===== src/rtl/pll_rst_pkg.sv =====
// Shared types and default timing constants for the PLL reset sequencer.
package pll_rst_pkg;

  // Sequencer states, in bring-up order.
  typedef enum logic [2:0] {
    HOLD      = 3'd0,
    WAIT_LOCK = 3'd1,
    STABLE    = 3'd2,
    RUN       = 3'd3,
    FAIL      = 3'd4
  } state_t;

  // Defaults for a 24 MHz reference clock.
  localparam int DEF_RST_HOLD_CYC     = 16;
  localparam int DEF_LOCK_TIMEOUT_CYC = 24000;
  localparam int DEF_LOCK_STABLE_CYC  = 256;
  localparam int DEF_RETRY_MAX        = 7;

  // Larger of two integers; used to size the shared cycle counter.
  function automatic int max_int(input int a, input int b);
    return (a > b) ? a : b;
  endfunction

endpackage


===== src/rtl/sync_2ff.sv =====
// Two-flop synchronizer for a single asynchronous level; clears to 0 on reset.
module sync_2ff (
  input  logic clk,
  input  logic rst_n,
  input  logic i_d,
  output logic o_q
);

  logic r_meta;
  logic r_sync;

  // Shift the asynchronous input through two flops to settle metastability.
  always_ff @(posedge clk or negedge rst_n) begin
    if (!rst_n) begin
      r_meta <= 1'b0;
      r_sync <= 1'b0;
    end else begin
      // NOTE: non-blocking assignments make both flops sample on the same edge,
      // so r_sync receives the old r_meta and the chain is a true two-stage delay.
      r_meta <= i_d;
      r_sync <= r_meta;
    end
  end

  assign o_q = r_sync;

endmodule


===== src/rtl/pll_rst_ctrl.sv =====
// PLL reset sequencer and system reset generator, clocked by the PLL refclk.
// Holds the PLL in reset, waits for a synchronized lock, requires the lock to
// stay high for LOCK_STABLE_CYC cycles, then releases sys_rst_n. Lock loss in
// RUN restarts the sequence and sets the sticky lock_lost flag.
// Optional feature macro PLL_RST_CTRL_TIMEOUT_EN: when defined, WAIT_LOCK times
// out after LOCK_TIMEOUT_CYC cycles and retries up to RETRY_MAX times before
// parking in FAIL; when undefined, WAIT_LOCK waits forever and retry_cnt and
// lock_fail stay 0.
// RETRY_MAX must be at least 1.
module pll_rst_ctrl
  import pll_rst_pkg::*;
#(
  parameter int RST_HOLD_CYC     = DEF_RST_HOLD_CYC,
  parameter int LOCK_TIMEOUT_CYC = DEF_LOCK_TIMEOUT_CYC,
  parameter int LOCK_STABLE_CYC  = DEF_LOCK_STABLE_CYC,
  parameter int RETRY_MAX        = DEF_RETRY_MAX
) (
  input  logic                             refclk,
  input  logic                             reset_n,
  input  logic                             extlock,
  input  logic                             clr_status,
  output logic                             pll_reset,
  output logic                             sys_rst_n,
  output logic                             pll_ready,
  output logic [$clog2(RETRY_MAX+1)-1:0]   retry_cnt,
  output logic                             lock_lost,
  output logic                             lock_fail
);

  localparam int RETRY_W = $clog2(RETRY_MAX + 1);

`ifdef PLL_RST_CTRL_TIMEOUT_EN
  localparam int CNT_MAX = max_int(max_int(RST_HOLD_CYC, LOCK_STABLE_CYC), LOCK_TIMEOUT_CYC);
`else
  localparam int CNT_MAX = max_int(RST_HOLD_CYC, LOCK_STABLE_CYC);
`endif
  localparam int CNT_W = $clog2(CNT_MAX + 1);

  state_t             r_state;
  logic [CNT_W-1:0]   r_cnt;
  logic [RETRY_W-1:0] r_retry_cnt;
  logic               r_pll_reset;
  logic               r_sys_rst_n;
  logic               r_pll_ready;
  logic               r_lock_lost;
  logic               r_lock_fail;

  logic w_lock_s;
  logic w_hold_done;
  logic w_stable_done;

  sync_2ff u_lock_sync (
    .clk   (refclk),
    .rst_n (reset_n),
    .i_d   (extlock),
    .o_q   (w_lock_s)
  );

  // The shared counter holds cycles elapsed in the current state; it is
  // cleared on every state change, so "done" fires on the Nth cycle in state.
  assign w_hold_done   = (r_cnt == CNT_W'(RST_HOLD_CYC - 1));
  assign w_stable_done = (r_cnt == CNT_W'(LOCK_STABLE_CYC - 1));

`ifdef PLL_RST_CTRL_TIMEOUT_EN
  logic w_timeout;
  assign w_timeout = (r_cnt == CNT_W'(LOCK_TIMEOUT_CYC - 1));
`else
  logic w_unused_timeout_cfg;
  assign w_unused_timeout_cfg = (LOCK_TIMEOUT_CYC > 0);
`endif

  // Sequencer FSM with shared counter, retry counter and sticky flags.
  always_ff @(posedge refclk or negedge reset_n) begin
    if (!reset_n) begin
      r_state     <= HOLD;
      r_cnt       <= '0;
      r_retry_cnt <= '0;
      r_pll_reset <= 1'b1;
      r_sys_rst_n <= 1'b0;
      r_pll_ready <= 1'b0;
      r_lock_lost <= 1'b0;
      r_lock_fail <= 1'b0;
    end else begin
      // Count cycles in state, saturating rather than wrapping.
      if (r_cnt != CNT_W'(CNT_MAX)) begin
        r_cnt <= r_cnt + 1'b1;
      end

      // Clearing here and setting later in the case lets a same-cycle lock
      // loss override the clear, so the loss is never silently dropped.
      if (clr_status) begin
        r_lock_lost <= 1'b0;
      end

      case (r_state)
        HOLD: begin
          if (w_hold_done) begin
            r_state     <= WAIT_LOCK;
            r_cnt       <= '0;
            r_pll_reset <= 1'b0;
          end
        end

        WAIT_LOCK: begin
          if (w_lock_s) begin
            r_state <= STABLE;
            r_cnt   <= '0;
          end
`ifdef PLL_RST_CTRL_TIMEOUT_EN
          else if (w_timeout) begin
            r_cnt       <= '0;
            r_pll_reset <= 1'b1;
            if (r_retry_cnt == RETRY_W'(RETRY_MAX)) begin
              r_state     <= FAIL;
              r_lock_fail <= 1'b1;
            end else begin
              r_state     <= HOLD;
              r_retry_cnt <= r_retry_cnt + 1'b1;
            end
          end
`endif
        end

        STABLE: begin
          if (!w_lock_s) begin
            r_state <= WAIT_LOCK;
            r_cnt   <= '0;
          end else if (w_stable_done) begin
            r_state     <= RUN;
            r_cnt       <= '0;
            r_sys_rst_n <= 1'b1;
            r_pll_ready <= 1'b1;
            r_retry_cnt <= '0;
          end
        end

        RUN: begin
          if (!w_lock_s) begin
            r_state     <= HOLD;
            r_cnt       <= '0;
            r_pll_reset <= 1'b1;
            r_sys_rst_n <= 1'b0;
            r_pll_ready <= 1'b0;
            r_lock_lost <= 1'b1;
          end
        end

        FAIL: begin
          if (clr_status) begin
            r_state     <= HOLD;
            r_cnt       <= '0;
            r_retry_cnt <= '0;
            r_lock_fail <= 1'b0;
          end
        end

        default: begin
          r_state     <= HOLD;
          r_cnt       <= '0;
          r_pll_reset <= 1'b1;
          r_sys_rst_n <= 1'b0;
          r_pll_ready <= 1'b0;
          r_lock_fail <= 1'b0;
        end
      endcase
    end
  end

  assign pll_reset = r_pll_reset;
  assign sys_rst_n = r_sys_rst_n;
  assign pll_ready = r_pll_ready;
  assign retry_cnt = r_retry_cnt;
  assign lock_lost = r_lock_lost;
  assign lock_fail = r_lock_fail;

endmodule


===== config.mk =====
export PLATFORM = sky130hd
export DESIGN_NAME = pll_rst_ctrl
export DESIGN_NICKNAME = d
export VERILOG_FILES = /design/src/rtl/pll_rst_pkg.sv /design/src/rtl/sync_2ff.sv /design/src/rtl/pll_rst_ctrl.sv
export SDC_FILE = /design/constraint.sdc
export NUM_CORES = 1
export LEC_CHECK = 0
export CELL_PAD_IN_SITES_DETAIL_PLACEMENT = 0
export CELL_PAD_IN_SITES_GLOBAL_PLACEMENT = 2
export CORE_MARGIN = 4
export CORE_UTILIZATION = 35
export DETAILED_ROUTE_END_ITERATION = 8
export PLACE_DENSITY = 0.78
export SETUP_SLACK_MARGIN = 0.02
export SLEW_MARGIN = 10
export SYNTH_ARGS = -nofsm -noshare
export SYNTH_HDL_FRONTEND = slang
export SYNTH_SLANG_ARGS = --single-unit

===== constraint.sdc =====
create_clock -name refclk -period 5.4 [get_ports refclk]
set_input_delay 0.81 -clock refclk [delete_from_list [all_inputs] [get_ports refclk]]
set_output_delay 0.81 -clock refclk [all_outputs]
set_load 0.02 [all_outputs]

**Word-level counts from Yosys, hierarchy flattened**

Cells that the tools add are included.

- Register bits: 21
- Input bits: 4
- Output and inout bits: 8
- Logic and storage cells: 67

- $add $sub $neg: 1
- Equal/unequal tests: 14
- Multiplexer cells: 30
- Bitwise gates (word level): 3
- Reduce and logical (&&, ||, !) cells: 10

Operators by type and width:

| operator | count |
|---|---|
| $mux W9 | 7 |
| $pmux W9 S5 | 1 |
| $mux W3 | 8 |
| $pmux W3 S5 | 1 |
| $add A9 B1 Y9 const B | 1 |
| $eq A9 B4 Y1 const B | 1 |
| $eq A9 B8 Y1 const B | 1 |
| $mux W1 | 9 |
| $ne A9 B9 Y1 const B | 1 |
| $ne A2 B2 Y1 const B | 4 |
| $reduce_and A4 Y1 | 2 |
| $eq A3 B2 Y1 const B | 2 |
| $pmux W1 S3 | 2 |
| $pmux W3 S2 | 1 |
| $reduce_or A3 Y1 | 2 |
| $reduce_and A5 Y1 | 1 |
| $ne A2 B1 Y1 const B | 2 |
| $reduce_or A4 Y1 | 1 |
| $eq A3 B1 Y1 const B | 1 |
| $eq A3 B3 Y1 const B | 1 |
| $logic_not A3 Y1 | 1 |
| $ne A3 B3 Y1 const B | 1 |
| $not A1 Y1 | 3 |
| $reduce_and A3 Y1 | 1 |
| 3 further kinds | 3 |

**Depth between registers and ports, before layout**

Gate-level depths: netlist of the first run.

- Depth after elaboration: 5
- Gate-level depth with buffers: 9
- Depth with buffers taken out: 9

**Cells and area by module**

Synthesis of the first run repeated with hierarchy kept, for this count alone.

- Cells, all modules: 89
- Area, all modules: 894.6 um^2

Modules (own cells, without submodules):

| module | instances | cells an instance | area each (um^2) | sequential area each (um^2) |
|---|---|---|---|---|
| pll_rst_ctrl | 1 | 87 | 844.6 | 351.6 |
| sync_2ff | 1 | 2 | 50.0 | 50.0 |

**Least setup slack after synthesis of the first run**

No wires, ideal clock.

- Path type: register -> register
- From: register r_cnt[0]
- To: register r_cnt[2]
- Setup time: 78 ps
- Arrival time: 1,799 ps
- Required time: 5,322 ps
- Slack: 3,523 ps
- Cell stages (with the launch flop): 10
- Cells stage by stage: dfrtp_1 > ha_1 > nand2_1 > nor2_1 > and3_1 > ha_1 > nand2b_1 > a31oi_1 > nor2_2 > a21oi_1

- Cells in the longest elaborated chain, start to end: 5
- Elaborated cells between the ends (all ways): 12

Ends and longest elaborated chain:

| item | line | text |
|---|---|---|
| start: declaration | pll_rst_ctrl.sv:40 | `logic [CNT_W-1:0] r_cnt;` |
| start signal: assignment | pll_rst_ctrl.sv:86 | `r_cnt <= r_cnt + 1'b1;` |
| $add A9 B1 Y9 or $ne A9 B9 Y1 (tied branches) | pll_rst_ctrl.sv:86, pll_rst_ctrl.sv:85 |  |
| $mux W9 | pll_rst_ctrl.sv:85 | `if (r_cnt != CNT_W'(CNT_MAX)) begin` |
| $mux W9 | pll_rst_ctrl.sv:128 | `end else if (w_stable_done) begin` |
| $mux W9 | pll_rst_ctrl.sv:125 | `if (!w_lock_s) begin` |
| $pmux W9 S5 (*) | pll_rst_ctrl.sv:95 | `case (r_state)` |

Mark *: on every way between the ends. The rest lies on a longest branch, timed or not.
A chain may end at the register's enable or synchronous reset.

**Worst setup path after layout of the first run**

- From: register r_pll_reset, in the netlist pll_reset
- To: output port pll_reset

RTL lines:

| item | line | text |
|---|---|---|
| start: declaration | pll_rst_ctrl.sv:42 | `logic r_pll_reset;` |
| start signal: assignment | pll_rst_ctrl.sv:78 | `r_pll_reset <= 1'b1;` |
| start signal: assignment | pll_rst_ctrl.sv:100 | `r_pll_reset <= 1'b0;` |
| start signal: assignment | pll_rst_ctrl.sv:141 | `r_pll_reset <= 1'b1;` |
| end: declaration | pll_rst_ctrl.sv:22 | `output logic pll_reset,` |

No word-level cell between the ends.

==> run summary, run 1 <==
The slowest library cell on the worst path is clkdlybuf4s50_1. Clock tree synthesis inserted a total of 3 buffers. The analysis attributes to net switching a power of 0.000151 W. The count of cells along the worst register-to-register path works out to 9. The run gives 0 as the count of final max-slew check failures.

The first global-routing pass estimated 2640 µm of wire. The tools report the H-tree depth as 1. Timing would allow up to 0.450 GHz.

For the post-cts sizing count, the log shows 0. Final cell count without fillers: 129. The count of pins on the block boundary is 12. The run gives 0 as the count of synthesis-stage warnings from yosys.

After clock tree synthesis, the setup repair step added 0 buffers. Sequential cells burn 43.7% of the power. The placed instances occupy a cell area of 967 µm². Clock tree synthesis found a total of 16 sinks. Fraction of synthesized cell area taken by the top area cell type: 42.1%. The completed layout was analyzed and its total power is 0.000395 W. The leakage component of the power was 0.458 nW. The number of max-cap violations was 0; the instance count after placement with tap cells included was 125. For the logic gate share of total power, the log shows 36.7%. Global routing finished with a remaining overflow of 0. The count of buffers added on input and output ports is 7. The cell depth of the worst hold path was 0; the detailed-route DRC error count was 0. Setup repair after global routing left no endpoint under its margin.

TritonCTS built the clock tree. After detailed routing, the number of vias per cell comes to 4.83. The worst hold path terminates at u_lock_sync.o_q.

The time the final worst path needs with I/O delays and setup was 2.22 ns. The endpoint of the lowest-slack register-to-register path was r_cnt[8]. The tools report the DRC marker count from the first detailed-route iteration as 16.

The worst setup path is launched from a flop. The clock network fraction of total power came out at 19.6%. The tools report the via count of the first global-routing pass as 595.

The clock transition at the registers of the reported paths is 0.09 ns. In this run the clock root is driven by a clkbuf_4. The share of the cycle needed by the critical path after routing was 41.2%; the pin count of the biggest net entering global routing was 17. The type of the worst setup path is flop to output port. The synthesis-to-finish area growth was 12.6%. The floorplan die width came out at 58.5 µm.

The routed design has 1480 µm of wire. The total of endpoints with negative setup slack in the final report is 0, and the critical path's largest stage delay is 0.59 ns. After synthesis, the mean cell area works out to 9.79 µm². The worst hold path begins at u_lock_sync.r_meta. The worst hold path belongs to the class flop to flop. The logs give 0 for the number of hold violations in the final report and 112 for the number of nets in the final layout. After routing the design area is 0.00100 mm².

At the pin with the least slew margin, the transition time is 0.706 ns. The cell area that synthesis handed to floorplanning was 891 µm². The placer congestion estimate was 0.763; the count of standard-cell rows was 18. Cells fill 40.9% of the core in the end.

The setup skew after layout was 0.00253 ns. The biggest area contributor in the post-synthesis netlist is dfrtp_1. Across all register-to-register paths, the minimum setup slack is 3.32 ns.

The insertion delay of the later-clocked pin in the worst-skew pair is 0.28 ns, and the total internal power is 0.000245 W. The via count is 623, and the share of post-route cells with drive strength above 1 is 8.08%. For the summed negative setup slack over all endpoints, the log shows 0 ns. The number of antenna cells inserted is 0, and the mean routed wirelength per cell is 11.5 µm. The flow ran to the end, and the final reports show no timing, DRC or antenna violations. STA puts the critical path data required time at 4.59 ns. The areal power density over the cells was 394 mW/mm²; the number of library cell types mapped by synthesis was 29.

Maximum fanout count along the critical path: 2. For this design, the CTS-stage hold fixing added 0 buffers. The initial utilization of the core area, before any placement, comes to 36.3%. The number of nets with antenna violations after routing came out at 0. For the synthesized netlist cell count, the log shows 91. STA classifies the critical path endpoint as an output port.

In this run the deepest clock path goes through 2 buffers. The signal on the critical path passes through clkdlybuf4s50_1. The aggregate global-route resource usage came out at 10.3%.

In the post-synthesis netlist, the biggest area contributors are dfrtp_1 42%, ha_1 11%, nor2_1 4.6%. The share of the Yosys chip area taken by registers is 45.1%. The beginning of the worst register-to-register path is r_cnt[0]. The logs give 52.8% for the worst slew margin relative to its limit and 1.41 ns for the worst path arrival time. The tools report the initial antenna violation count as 0. The run gives 1140 µm as the estimated wirelength of the detail-placed design. The die covers 0.00342 mm². Net switching is 38.1% of the power. After floorplanning, the core was sized to cover 0.00245 mm². The largest voltage drop on the vdd net is 0.219 mV, and the iteration count of the initial detailed-routing pass is 4.

The die boundary height works out to 58.5 µm. The critical path buffer and inverter count was 1. In this run, synthesis produced a sequential element count of 16. Grouping stages by cell kind, the critical path spends the most delay in buffers and inverters.
## per-layer routing
layer	vias up	share of wire, %	track usage (%)
met4	0	1.4	5.96
met5	-	0	0
met2	8	44	14.8
met1	298	52	13.8
met3	2	2.9	2.63
li1	315	-	-
## state kept, by name, indices dropped and copies added (netlist names)
signal              count
r_cnt                   9
r_state                 2
lock_lost               1
pll_ready               1
pll_reset               1
u_lock_sync.o_q         1
u_lock_sync.r_meta      1
## cell families after synthesis
| kind of cell | Yosys count | synth area share (%) |
|---|---|---|
| buffers and inverters | 15 | 8.57 |
| other | 1 | 0.421 |
| AND/OR/NAND/NOR | 28 | 15.7 |
| AO/OA/AOI/OAI | 16 | 11.9 |
| adder cells (fa/ha/maj) | 8 | 11.2 |
| XOR/XNOR | 6 | 5.90 |
| multiplexers | 1 | 1.12 |
| flip-flops | 16 | 45.1 |
## worst max path at each step
stage               startpoint         to  slack, ns  depth (start not counted)
global placement      r_cnt[0]   r_cnt[2]       3.39                          9
floorplan             r_cnt[0]   r_cnt[2]       3.52                          9
detailed placement    r_cnt[0]   r_cnt[8]       3.34                          9
finish               pll_reset  pll_reset       3.18                          1
global route          r_cnt[0]   r_cnt[8]       3.12                          9
CTS                  pll_reset  pll_reset       3.16                          1
## layout make-up
type / instances / area (µm²)
fill: 237 / 1450
multi-input combinational: 63 / 424
sequential: 16 / 402
timing repair buffer: 7 / 70.1
tap: 30 / 37.5
clock buffer: 4 / 36.3
inverter: 9 / 33.8
## power groups by stage
stage                     sequential (W)  clock [W]  combinational, W
final                           0.000173  0.0000775          0.000145
after global routing            0.000177  0.0000871          0.000171
after CTS                       0.000173  0.0000806          0.000148
after detailed placement        0.000175          0          0.000146
after global placement          0.000174          0          0.000147
after floorplan                 0.000171          0          0.000113
## synth_stat cells (all sizes together)
| library cell | n |
|---|---|
| a21o | 1 |
| a21oi | 4 |
| a31oi | 1 |
| and3 | 2 |
| buf | 6 |
| conb | 1 |
| dfrtp | 15 |
| dfstp | 1 |
| ha | 8 |
| inv | 9 |
| mux2i | 1 |
| nand2 | 4 |
| nand2b | 2 |
| nand3 | 3 |
| nand3b | 1 |
| nor2 | 12 |
| nor3 | 1 |
| nor4 | 1 |
| o21ai | 3 |
| o22ai | 1 |
| o31a | 1 |
| o31ai | 2 |
| o41ai | 3 |
| or4 | 2 |
| xnor2 | 4 |
| xor2 | 2 |
## metrics by stage
stage / setup WS, ns / hold slack, ns
finish: 3.18 / 0.354
global route: 3.12 / 0.380
CTS: 3.16 / 0.357
detailed placement: 3.34 / 0.336
global placement: 3.39 / 0.333
floorplan: 3.52 / 0.331
## cell usage in the layout, fill, tap and decap left out, types with 2 or more instances in the layout
cell	count
a21oi_1	4
inv_1	9
clkbuf_4	3
o41ai_1	3
xor2_1	2
nor2_1	11
dfrtp_1	15
nand2b_1	2
clkdlybuf4s50_1	7
nand2_1	4
ha_1	8
and3_1	2
o31ai_1	2
conb_1	4
nand3_1	3
xnor2_1	4
o21ai_0	3
Note: power is estimated with default switching activity, not from simulation.
==> run 2: changes to the inputs <==
--- a/config.mk
+++ b/config.mk
@@ -8,9 +8,9 @@
 export CELL_PAD_IN_SITES_DETAIL_PLACEMENT = 0
 export CELL_PAD_IN_SITES_GLOBAL_PLACEMENT = 2
 export CORE_MARGIN = 4
-export CORE_UTILIZATION = 35
+export CORE_UTILIZATION = 30
 export DETAILED_ROUTE_END_ITERATION = 8
-export PLACE_DENSITY = 0.78
+export PLACE_DENSITY = 0.71
 export SETUP_SLACK_MARGIN = 0.02
 export SLEW_MARGIN = 10
 export SYNTH_ARGS = -nofsm -noshare
==> constraint.sdc (replaced) <==
create_clock -name refclk -period 2 [get_ports refclk]
set_input_delay 0.3 -clock refclk [delete_from_list [all_inputs] [get_ports refclk]]
set_output_delay 0.3 -clock refclk [all_outputs]
set_load 0.02 [all_outputs]
==> run summary, run 2 (synthesized netlist as in run 1, its figures left out) <==
The largest registers in the layout are r_cnt: 9 flops, r_state: 2 flops. The maximum root-to-sink buffer count was 2 (unchanged); the worst path arrival time was 2.12 ns (+0.71 ns). The via count of the first global-routing pass is 607 (+2.0%). The logs give 0 (unchanged) for the overall overflow remaining after global route and 122 (+8.9%) for the number of nets in the final layout. Number of max-cap violations: 0 (unchanged).

For the area of the core, the log shows 0.00281 mm² (+14%). The flip-flop count of the largest register after layout was 9 (unchanged); the aggregate global-route resource usage was 9.49% (-0.80 points). The placer congestion estimate was 0.712 (-6.7%).

The pin count of the biggest net entering global routing is 17 (unchanged). The count of standard-cell rows was 19 (+1). The total of endpoints with negative setup slack in the final report is 0 (unchanged), and the areal power density over the cells is 1160 mW/mm² (+190%). Number of nets with antenna violations after routing: 0 (unchanged). The run gives 0 ns (unchanged) as the summed negative setup slack over all endpoints. The endpoint class of the critical path was a flop. For the reg2reg setup slack, the log shows 0.06 ns (-3.26 ns). For the setup skew after layout, the log shows 0.0127 ns (+0.0102 ns). Setup repair after global routing left no endpoint under its margin. The endpoint identified for the worst register-to-register timing path is r_cnt[1].

Critical path's most frequent cell: or4_4. The number of CTS-inserted buffers came out at 3 (unchanged). Walking the worst path, the cells encountered are or4_4 -> or4_4 -> mux2i_2 -> nor2_4.

The run gives 1760 µm (+19%) as the total routed wirelength. The number of hold buffers added after CTS is 0 (unchanged). TritonCTS built the clock tree. The worst-case setup slack after placement is 0.0469 ns (-3.29 ns), and the critical path buffer and inverter count is 0 (-1). The area growth from synthesis to layout is 36.8%.

The mean routed wirelength per cell is 12.6 µm (+9.5%). The starting density of the core is 31.8% (-4.5 points). The run gives 2830 µm (+7.4%) as the first-pass GRT wire length. Die boundary height: 62.5 µm (+6.9%). The flow ran to the end, and the final reports show no timing, DRC or antenna violations.

The commonest non-fill, non-tap cell in the layout was dfrtp_1. The mean number of vias per cell came out at 4.79 (-0.91%). The number of hold violations in the final report was 0 (unchanged). The via count is 670 (+7.5%), and the total of buffers placed on input and output ports is 7 (unchanged). Static timing analysis puts the maximum clock frequency at 0.516 GHz. The tools report the number of antenna cells inserted as 0 (unchanged).

The tools report the number of buffers inserted to repair setup after CTS as 0 (unchanged). The tree is rooted in a clkbuf_4. Type of the tightest min-delay check: input port to asynchronous set/reset pin. The beginning of the worst register-to-register path was r_cnt[4]. The top cell types in the final layout, fill and taps aside, are 15 x dfrtp_1, 9 x inv_1, 7 x clkdlybuf4s50_1, 7 x buf_4, 6 x ha_1.

Cell class contributing the biggest share of worst-path delay: simple AND/OR/NAND/NOR gates. The detailed-route DRC error count was 0 (unchanged). The type of the worst setup path was flop to flop. The initial antenna violation count came out at 0 (unchanged).

The count of cells along the worst register-to-register path was 4 (-5). The logs give 0.383 mV (+75%) for the largest voltage drop on the vdd net and 0 (unchanged) for the count of final max-slew check failures. Critical path's largest stage delay: 0.56 ns (-0.03 ns).

The share of post-route cells with drive strength above 1 is 34.9% (+27 points). Clock sink total: 16 (unchanged). The post-cts sizing count was 0 (unchanged); the maximum fanout count along the critical path was 4 (+2).

Iteration count of the initial detailed-routing pass: 4 (unchanged). The final critical-path setup slack was 0.0623 ns (-3.11 ns). r_cnt holds more flip-flops than any other register. The H-tree depth was 1 (unchanged); the DRC marker count from the first detailed-route iteration was 11 (-5). For the number of inserted filler cells in the final layout, the log shows 273 (+15%). The tools report the required arrival time at the worst endpoint as 2.18 ns (-2.41 ns). The slowest library cell on the worst path was or4_4. The estimated wirelength of the detail-placed design came out at 1250 µm (+10%).

The count of pins on the block boundary was 12 (unchanged). The startpoint kind of the worst setup timing path was a flop. Of the available clock period, the critical path in the final layout requires 96.9%. The leakage component of the power is 0.529 nW (+15%), and the clock transition at the registers of the reported paths is 0.11 ns (+0.02 ns).

The run gives 0.30 ns (+0.02 ns) as the insertion delay of the later-clocked pin in the worst-skew pair. Floorplan die width: 62.5 µm (+6.9%). The worst hold slack was 0.307 ns (-0.0467 ns); the overall die area was 0.00391 mm² (+14%). The time the final worst path needs with I/O delays and setup was 1.94 ns.
==> run 2: how the worst max path moves through the flow <==
stage,startpoint,endpoint,slack (ns),cells after the start
floorplan,r_cnt[0],r_cnt[2],0.12,9
finish,r_cnt[4],r_cnt[1],0.06,4
global route,r_cnt[4],r_cnt[1],0.02,4
global placement,r_cnt[0],r_cnt[2],0.05,11
CTS,r_cnt[0],r_cnt[1],0.04,11
detailed placement,r_cnt[0],r_cnt[2],0.05,11
==> run 2: report_power, final <==
group	total (W)	internal, W	switching (W)
Sequential	0.000450	0.000387	0.0000628
Clock	0.000220	0.000111	0.000109
Combinational	0.000740	0.000348	0.000392
==> run 2: layer usage <==
metal	track usage, %	routed length (µm)
met5	0	0
met4	4.96	27
met2	12.1	773
met3	3.96	62
met1	13.3	899
==> run 2: stage by stage <==
step                      utilization (%)  std cells  total power [W]  area [µm²]
after detailed placement             37.2        136         0.000984        1040
after floorplan                         -         94         0.000766         902
after global placement               37.2        136         0.000979        1040
final                                43.4        140          0.00141        1220
after CTS                            38.5        140          0.00122        1080
after global routing                 43.4        140          0.00153        1220
==> run 2: layout make-up <==
type | instances | area, µm² | share of cell area, %
inverter | 9 | 33.8 | 2.77
sequential | 16 | 402 | 33.0
clock buffer | 4 | 36.3 | 2.98
timing repair buffer | 17 | 156 | 12.8
tap | 31 | 38.8 | 3.18
multi-input combinational | 63 | 552 | 45.3
